## src/rtl/fpadd_sched.sv

```systemverilog
// fpadd_sched: schedules add/subtract operations from two requesters onto one
// shared pipelined 64-bit FP adder with a fixed latency of LAT cycles. It
// returns each result, with its tag, through a per-requester result FIFO.
//
// Optional feature: define FPADD_SCHED_SUB_EN so that rN_op=1 negates the
// second operand (subtract). If the macro is undefined, rN_op is ignored.
//
// Handshake semantics (applies to both the rN_* and qN_* channels):
// - A transfer happens in a cycle where valid and ready are both high.
// - A requester holds valid and its payload until it sees ready.
// - rN_ready depends combinationally on rN_valid and on the credit state.
// - qN_valid does not depend on qN_ready.
// - While qN_valid is high and qN_ready is low, the qN_res/qN_tag payload is stable.
module fpadd_sched #(
    parameter int LAT    = 2,
    parameter int QDEPTH = 4
) (
    input  logic        clk,
    input  logic        rst,
    input  logic        r0_valid,
    output logic        r0_ready,
    input  logic [63:0] r0_a,
    input  logic [63:0] r0_b,
    input  logic        r0_rnd,
    input  logic        r0_op,
    input  logic [3:0]  r0_tag,
    input  logic        r1_valid,
    output logic        r1_ready,
    input  logic [63:0] r1_a,
    input  logic [63:0] r1_b,
    input  logic        r1_rnd,
    input  logic        r1_op,
    input  logic [3:0]  r1_tag,
    output logic [63:0] fa_a,
    output logic [63:0] fa_b,
    output logic        fa_rnd,
    input  logic [63:0] fa_res,
    output logic        q0_valid,
    input  logic        q0_ready,
    output logic [63:0] q0_res,
    output logic [3:0]  q0_tag,
    output logic        q1_valid,
    input  logic        q1_ready,
    output logic [63:0] q1_res,
    output logic [3:0]  q1_tag
);

    localparam int AW = (QDEPTH > 1) ? $clog2(QDEPTH) : 1;
    localparam int CW = AW + 1;

    // Credit = FIFO occupancy + in-flight ops owned by the requester
    logic [CW-1:0] cred [2];
    logic [CW-1:0] cnt  [2];
    logic [AW-1:0] wp   [2];
    logic [AW-1:0] rp   [2];
    logic [63:0]   f_res [2][QDEPTH];
    logic [3:0]    f_tag [2][QDEPTH];

    // Round-robin pointer: requester that wins a tie
    logic ptr;

    logic elig0, elig1, grant, gsel;
    logic [1:0] gnt_n, push, pop;
    logic [63:0] b_eff0, b_eff1;

    // Issue tracking: one {valid, owner, tag} entry per pipeline stage
    logic [LAT:1] st_v;
    logic [LAT:1] st_own;
    logic [3:0]   st_tag [1:LAT];

`ifdef FPADD_SCHED_SUB_EN
    assign b_eff0 = r0_op ? {~r0_b[63], r0_b[62:0]} : r0_b;
    assign b_eff1 = r1_op ? {~r1_b[63], r1_b[62:0]} : r1_b;
`else
    logic unused_op;
    assign unused_op = r0_op ^ r1_op;
    assign b_eff0 = r0_b;
    assign b_eff1 = r1_b;
`endif

    // Eligibility and round-robin arbitration; no grant while in reset
    always_comb begin
        elig0 = r0_valid && (cred[0] < CW'(QDEPTH));
        elig1 = r1_valid && (cred[1] < CW'(QDEPTH));
        grant = 1'b0;
        gsel  = 1'b0;
        if (!rst) begin
            if (elig0 && elig1) begin
                grant = 1'b1;
                gsel  = ptr;
            end else if (elig0) begin
                grant = 1'b1;
                gsel  = 1'b0;
            end else if (elig1) begin
                grant = 1'b1;
                gsel  = 1'b1;
            end
        end
        r0_ready = grant && !gsel;
        r1_ready = grant && gsel;
        gnt_n    = {r1_ready, r0_ready};
    end

    // Adder operand mux: granted operands or all zeros
    always_comb begin
        fa_a   = 64'd0;
        fa_b   = 64'd0;
        fa_rnd = 1'b0;
        if (grant) begin
            fa_a   = gsel ? r1_a   : r0_a;
            fa_b   = gsel ? b_eff1 : b_eff0;
            fa_rnd = gsel ? r1_rnd : r0_rnd;
        end
    end

    // Result queue outputs, push/pop strobes (no bypass: a push shows up next cycle)
    always_comb begin
        q0_valid = !rst && (cnt[0] != '0);
        q1_valid = !rst && (cnt[1] != '0);
        q0_res   = f_res[0][rp[0]];
        q0_tag   = f_tag[0][rp[0]];
        q1_res   = f_res[1][rp[1]];
        q1_tag   = f_tag[1][rp[1]];
        pop      = {q1_valid && q1_ready, q0_valid && q0_ready};
        push[0]  = st_v[LAT] && (st_own[LAT] == 1'b0);
        push[1]  = st_v[LAT] && (st_own[LAT] == 1'b1);
    end

    // Stage valids: cleared on reset so in-flight results are dropped
    always_ff @(posedge clk) begin
        if (rst) begin
            st_v <= '0;
        end else begin
            st_v[1] <= grant;
            for (int k = 2; k <= LAT; k++) st_v[k] <= st_v[k-1];
        end
    end

    // Stage owner/tag payload follows the valid bits
    always_ff @(posedge clk) begin
        st_own[1] <= gsel;
        st_tag[1] <= gsel ? r1_tag : r0_tag;
        for (int k = 2; k <= LAT; k++) begin
            st_own[k] <= st_own[k-1];
            st_tag[k] <= st_tag[k-1];
        end
    end

    // FIFO storage writes from the last tracking stage
    always_ff @(posedge clk) begin
        for (int n = 0; n < 2; n++) begin
            if (push[n]) begin
                f_res[n][wp[n]] <= fa_res;
                f_tag[n][wp[n]] <= st_tag[LAT];
            end
        end
    end

    // FIFO pointers, occupancy, credits and arbitration pointer
    always_ff @(posedge clk) begin
        if (rst) begin
            ptr <= 1'b0;
            for (int n = 0; n < 2; n++) begin
                wp[n]   <= '0;
                rp[n]   <= '0;
                cnt[n]  <= '0;
                cred[n] <= '0;
            end
        end else begin
            if (grant) ptr <= ~gsel;
            for (int n = 0; n < 2; n++) begin
                if (push[n]) wp[n] <= wp[n] + AW'(1);
                if (pop[n])  rp[n] <= rp[n] + AW'(1);
                cnt[n]  <= cnt[n] + CW'(push[n]) - CW'(pop[n]);
                cred[n] <= cred[n] + CW'(gnt_n[n]) - CW'(pop[n]);
            end
        end
    end

endmodule

```

## config.mk

```make
export PLATFORM = sky130hd
export DESIGN_NAME = fpadd_sched
export DESIGN_NICKNAME = d
export VERILOG_FILES = /design/src/rtl/fpadd_sched.sv
export SDC_FILE = /design/constraint.sdc
export NUM_CORES = 1
export LEC_CHECK = 0
export ABC_AREA = 1
export CORE_MARGIN = 4
export CORE_UTILIZATION = 45
export DETAILED_ROUTE_END_ITERATION = 10
export GPL_ROUTABILITY_DRIVEN = 0
export HOLD_SLACK_MARGIN = 0.06
export PLACE_DENSITY = 0.71
export SYNTH_ARGS = -nofsm -noshare
export SYNTH_HDL_FRONTEND = slang
export SYNTH_SLANG_ARGS = --single-unit
```

## constraint.sdc

```tcl
create_clock -name clk -period 4.55 [get_ports clk]
set_clock_uncertainty 0.15 [all_clocks]
set_input_delay 0.91 -clock clk [delete_from_list [all_inputs] [get_ports clk]]
set_output_delay 0.91 -clock clk [all_outputs]
set_load 0.05 [all_outputs]
```

# [Yosys cells after proc, flatten, opt, wreduce, memory -nomap -nowiden]
# Memories as Yosys holds them, arrays and structs flattened.
# Index checks and enable logic that the tools add are counted.
# Widths: inputs -> output; s select.
[op_classes] addsub=12 n_lt_le_gt_ge=8 muxes=67 bitwise=14 n_reduce_logical=19
[op_table] operator="$mux 256" count=4
[op_table] operator="$mux 64" count=10
[op_table] operator="$bmux 64 s2" count=2
[op_table] operator="$demux 64 s2" count=2
[op_table] operator="$reduce_or 256->1" count=1
[op_table] operator="$mux 16" count=4
[op_table] operator="$mux 4" count=7
[op_table] operator="$mux 1" count=26
[op_table] operator="$bmux 4 s2" count=2
[op_table] operator="$demux 4 s2" count=2
[op_table] operator="$reduce_or 16->1" count=1
[op_table] operator="$logic_and 1x1->1" count=13
[op_table] operator="$add 3x1->3" count=4
[op_table] operator="$ge 3x3->1 const B" count=4
[op_table] operator="$mux 3" count=4
[op_table] operator="$not 2->3" count=4
[op_table] operator="$sub 3x1->3" count=4
[op_table] operator="$add 2x1->2 const B" count=4
[op_table] operator="$mux 2" count=4
[op_table] operator="$or 1x1->1" count=8
[op_table] operator="$lt 3x1->1 const B" count=2
[op_table] operator="$lt 3x3->1 const B" count=2
[op_table] operator="$reduce_bool 3->1" count=2
[op_table] operator="$logic_not 1->1" count=2
[op_table] operator="$not 1->1" count=2
[word_totals] regBits=5 ram_bits=572 inputBits=338 out_inout_bits=269 wordCells=130 mem_count=7
[memory_table] name="f_res" depth=2 width=256 rd=2 rd_clocked_by_memory_dff=0 write_ports=1 line_no="56" rtl="logic [63:0] f_res [2][QDEPTH];"
[memory_table] name="f_tag" depth=2 width=16 rd=2 rd_clocked_by_memory_dff=0 write_ports=1 line_no="57" rtl="logic [3:0] f_tag [2][QDEPTH];"
[memory_table] name="st_tag" depth=2 width=4 rd=2 rd_clocked_by_memory_dff=0 write_ports=2 line_no="69" rtl="logic [3:0] st_tag [1:LAT];"
[memory_table] name="cnt" depth=2 width=3 rd=2 rd_clocked_by_memory_dff=0 write_ports=2 line_no="53" rtl="logic [CW-1:0] cnt [2];"
[memory_table] name="cred" depth=2 width=3 rd=2 rd_clocked_by_memory_dff=0 write_ports=2 line_no="52" rtl="logic [CW-1:0] cred [2];"
[memory_table] name="rp" depth=2 width=2 rd=2 rd_clocked_by_memory_dff=0 write_ports=2 line_no="55" rtl="logic [AW-1:0] rp [2];"
[memory_table] name="1 more memories"

# [Longest topological paths before layout]
[logic_depth] word_depth=11 ltp_mapped=13 mapped_depth_nobuf=13

# [Least setup slack after synthesis]
# OpenSTA, ideal clock, no wires.
[synth_timing] path_type="register to register" from="mem wp[0][2] in the netlist's numbering" to="mem f_res[0][320] in the netlist's numbering (enable)" setup_time_ps=495 arrival_ps=3505 required_time_ps=3905 path_slack_ps=400 path_stages_with_launch=5 n_path_buf=0 cell_sequence="edfxtp_1 > inv_1 > ha_1 > inv_1 > nor2_1"
[synth_rtl] element="start, declared" line_no="54" rtl="logic [AW-1:0] wp [2];"
[synth_rtl] element="end, declared" line_no="56"

==> impl_results.md <==
- Status: finished, final reports clean
- Die X: 237 um
- Most common cell after layout, fill and taps aside: edfxtp_1
- Post-synth cell types: 25
- Bufs on Longest Clock Path: 3
- Die area: 56,000 um^2
- Sequential share of power: a little over a third
- Utilization after layout: roughly 65%
- Most frequent cells in the layout: edfxtp_1 (552), clkdlybuf4s50_1 (404), nor2_1 (309), nand2_1 (278), o21ai_0 (266)
- Reg clk slew, reported paths: 60 ps
- Largest net degree at the start of global routing: 139
- Avg Cell Area, Syn: approximately 12 um^2
- Max VDD drop: 312 uV
- Clock Sinks: 577
- Static Leak: 12.1 nW
- RSZ-0062 raised after global routing: false
- Layout Cells excl Fill: 3,293
- Post-synth ARST share: 0%
- Hold Path Class: reg -> reg
- HP Start: st_own[1]
- Clock network fraction of design power: 25.1%
- Register area share after synthesis: 72.5%
- R2r setup slk: 2030 ps
- Share of cells above drive strength 1: 13.1%
- Rows: 83
- Cell count after placement: 3,161
- Synthesized flop and latch total: 577
- Placed inst area: around 31,000 um^2
- Slew HR: just under 30%
- First-pass GRT wire length: 121,000 um
- Root buf cell: clkbuf_16
- Resize count post-CTS: 0
- Hold path cells: 0
- Worst R2R End: f_res[0][243]
- Initial antenna violation count: between 40 and 50
- Clock Latency Late Sink: around 580 ps
- Routed Antenna Nets: 0
- CTS tree: done
- Hold Vio Cnt, Final: 0
- Place WS: 523 ps
- Routed wire length: 85,700 um
- Gr ovfl total: 0
- DRT Pass-1 Iters: 5
- Final Cell Area: 33,300 um^2
- Setup TNS: 0 ps
- EDFF count, synth: 552
- Type of origin of the critical path: register
- CP required: 3490 ps
- Tightest Pin Transition: 1060 ps
- Final worst setup slack: 340 ps
- Synth Instances: 1,965
- Crit path kind: reg -> out
- CP Max Fanout: 69
- Vias per Instance: 5.62
- Netlist Area Pre-Place: roughly 24,000 um^2
- Core area: 51,500 um^2
- Crit path time final: 4210 ps
- Slew Viols, Final: 0
- FMAX: 0.238 GHz
- Top FF cell, synth: edfxtp_1
- Post-CTS Setup Bufs: 0
- Post-Syn Nets: 2,323
- Pwr per Cell Area: 528 nW/um^2
- Reg2reg path depth: 6
- Combinational share of power: 40.2%
- Port bufs: 604
- Vias in the first global route: ~18,000
- Hold WS: 178 ps
- Final #Nets: 2,897
- CTS buffer count: 56
- Starting density of the core: 45.7%
- Via count: 18,523
- Die Y-Extent: between 200 and 250 um
- Area Overhead vs Synth: 41.3%
- Kind of end point of the critical path: output pin
- CP arrival: 3150 ps
- Sw frac: 37.9%
- Final setup viols: 0
- Max_cap viols: 0
- Crit Reg-Reg Startpoint: wp[0][0]
- Wire per inst: 26.0 um
- Hold_buf cts: 0
- Starting DRT DRC Count: 2,041
- DRC violations left: 0
- Switching power: between 6 and 7 mW
- Post-detail-place hpwl: 59,700 um
- Pint: 10.9 mW
- IO Count: 607
- Post-route clock period utilization: 92.5%
- GRT Total Usage: 29.3%
- Worst hold path endpoint: st_own[2]
- H-tree depth: 2
- Synth warn: 0
- Total power draw: 17.6 mW
-- layer usage --
layer | vias to the layer above | global-route usage (%) | wire length (um)
met5 | - | 0 | 110
met4 | 18 | 10.9 | 3110
met3 | 143 | 9.84 | 10400
met2 | 1014 | 44.0 | 39000
met1 | 9118 | 40.1 | 33100
li1 | 8230 | - | -
-- critical path: stages (launching register included) --
cell             delay, ps
edfxtp_1               360
buf_4                  630
o21ai_0                240
o22ai_1                380
clkdlybuf4s50_1        870
-- flip-flops by register name, summed over array words and instances, names as in the netlist --
| register | count |
|---|---|
| rp | 4 |
| f_tag | 32 |
| cnt | 6 |
| st_tag | 8 |
| cred | 6 |
| st_own | 2 |
| st_v | 2 |
| wp | 4 |
| ptr | 1 |
| f_res | 512 |
-- cell usage after synthesis, types with 2 or more instances --
master,count,area share (%)
o22ai_1,136,3.6
nand2_1,279,4.4
edfxtp_1,552,70
inv_2,6,0.096
ha_1,16,0.85
dfxtp_1,25,2.1
inv_1,59,0.94
xnor2_1,3,0.11
o21ai_0,266,5.7
a21oi_1,21,0.45
nor2_1,317,5.1
clkbuf_1,66,1.1
o21ai_1,6,0.13
clkbuf_2,2,0.043
nand3_1,134,2.8
buf_2,44,0.94
inv_4,2,0.053
buf_4,20,0.64
xor2_1,2,0.074
fa_1,4,0.34
-- worst max path at each step --
stage                     to     start  depth (start not counted)
2_1_floorplan  f_res[0][320]  wp[0][2]                          4
3_3_place_gp        fa_a[24]       rst                          9
3_5_place_dp        fa_b[43]  r1_valid                          9
4_1_cts           q1_res[37]  rp[0][3]                          4
5_1_grt            q1_res[0]  rp[0][3]                          4
6_report          q1_res[37]  rp[0][3]                          4
-- logic make-up (layout without fill, tap and decap cells) --
logic type	count (synthesis)	in the layout	share of synthesized area, %
other	0	31	0
adders and majority gates	20	20	1.19
and+or+nand+nor	733	733	12.4
AOI/OAI and AO/OA	429	429	9.84
buffers and inverters	201	818	3.82
xor gates and xnor gates	5	5	0.186
DFF	577	577	72.5
-- power by group through the flow --
stage	Combinational (mW)	Sequential, mW	Clock, mW
final	7.06	6.09	4.41
after global routing	7.39	6.11	4.67
after CTS	7.07	6.09	4.47
after detailed placement	7.04	6.20	0
after global placement	6.96	6.19	0
after floorplan	4.03	6.20	0
-- layout make-up --
type                       count  area [um^2]
timing repair buffer         650         7640
inverter                      67          259
clock inverter                30          250
fill                        3826        18200
tap                          680          851
multi-input combinational   1187         5640
antenna                       31         77.6
clock buffer                  71         1480
sequential                   577        17100
(Power assumes the default switching activity.)
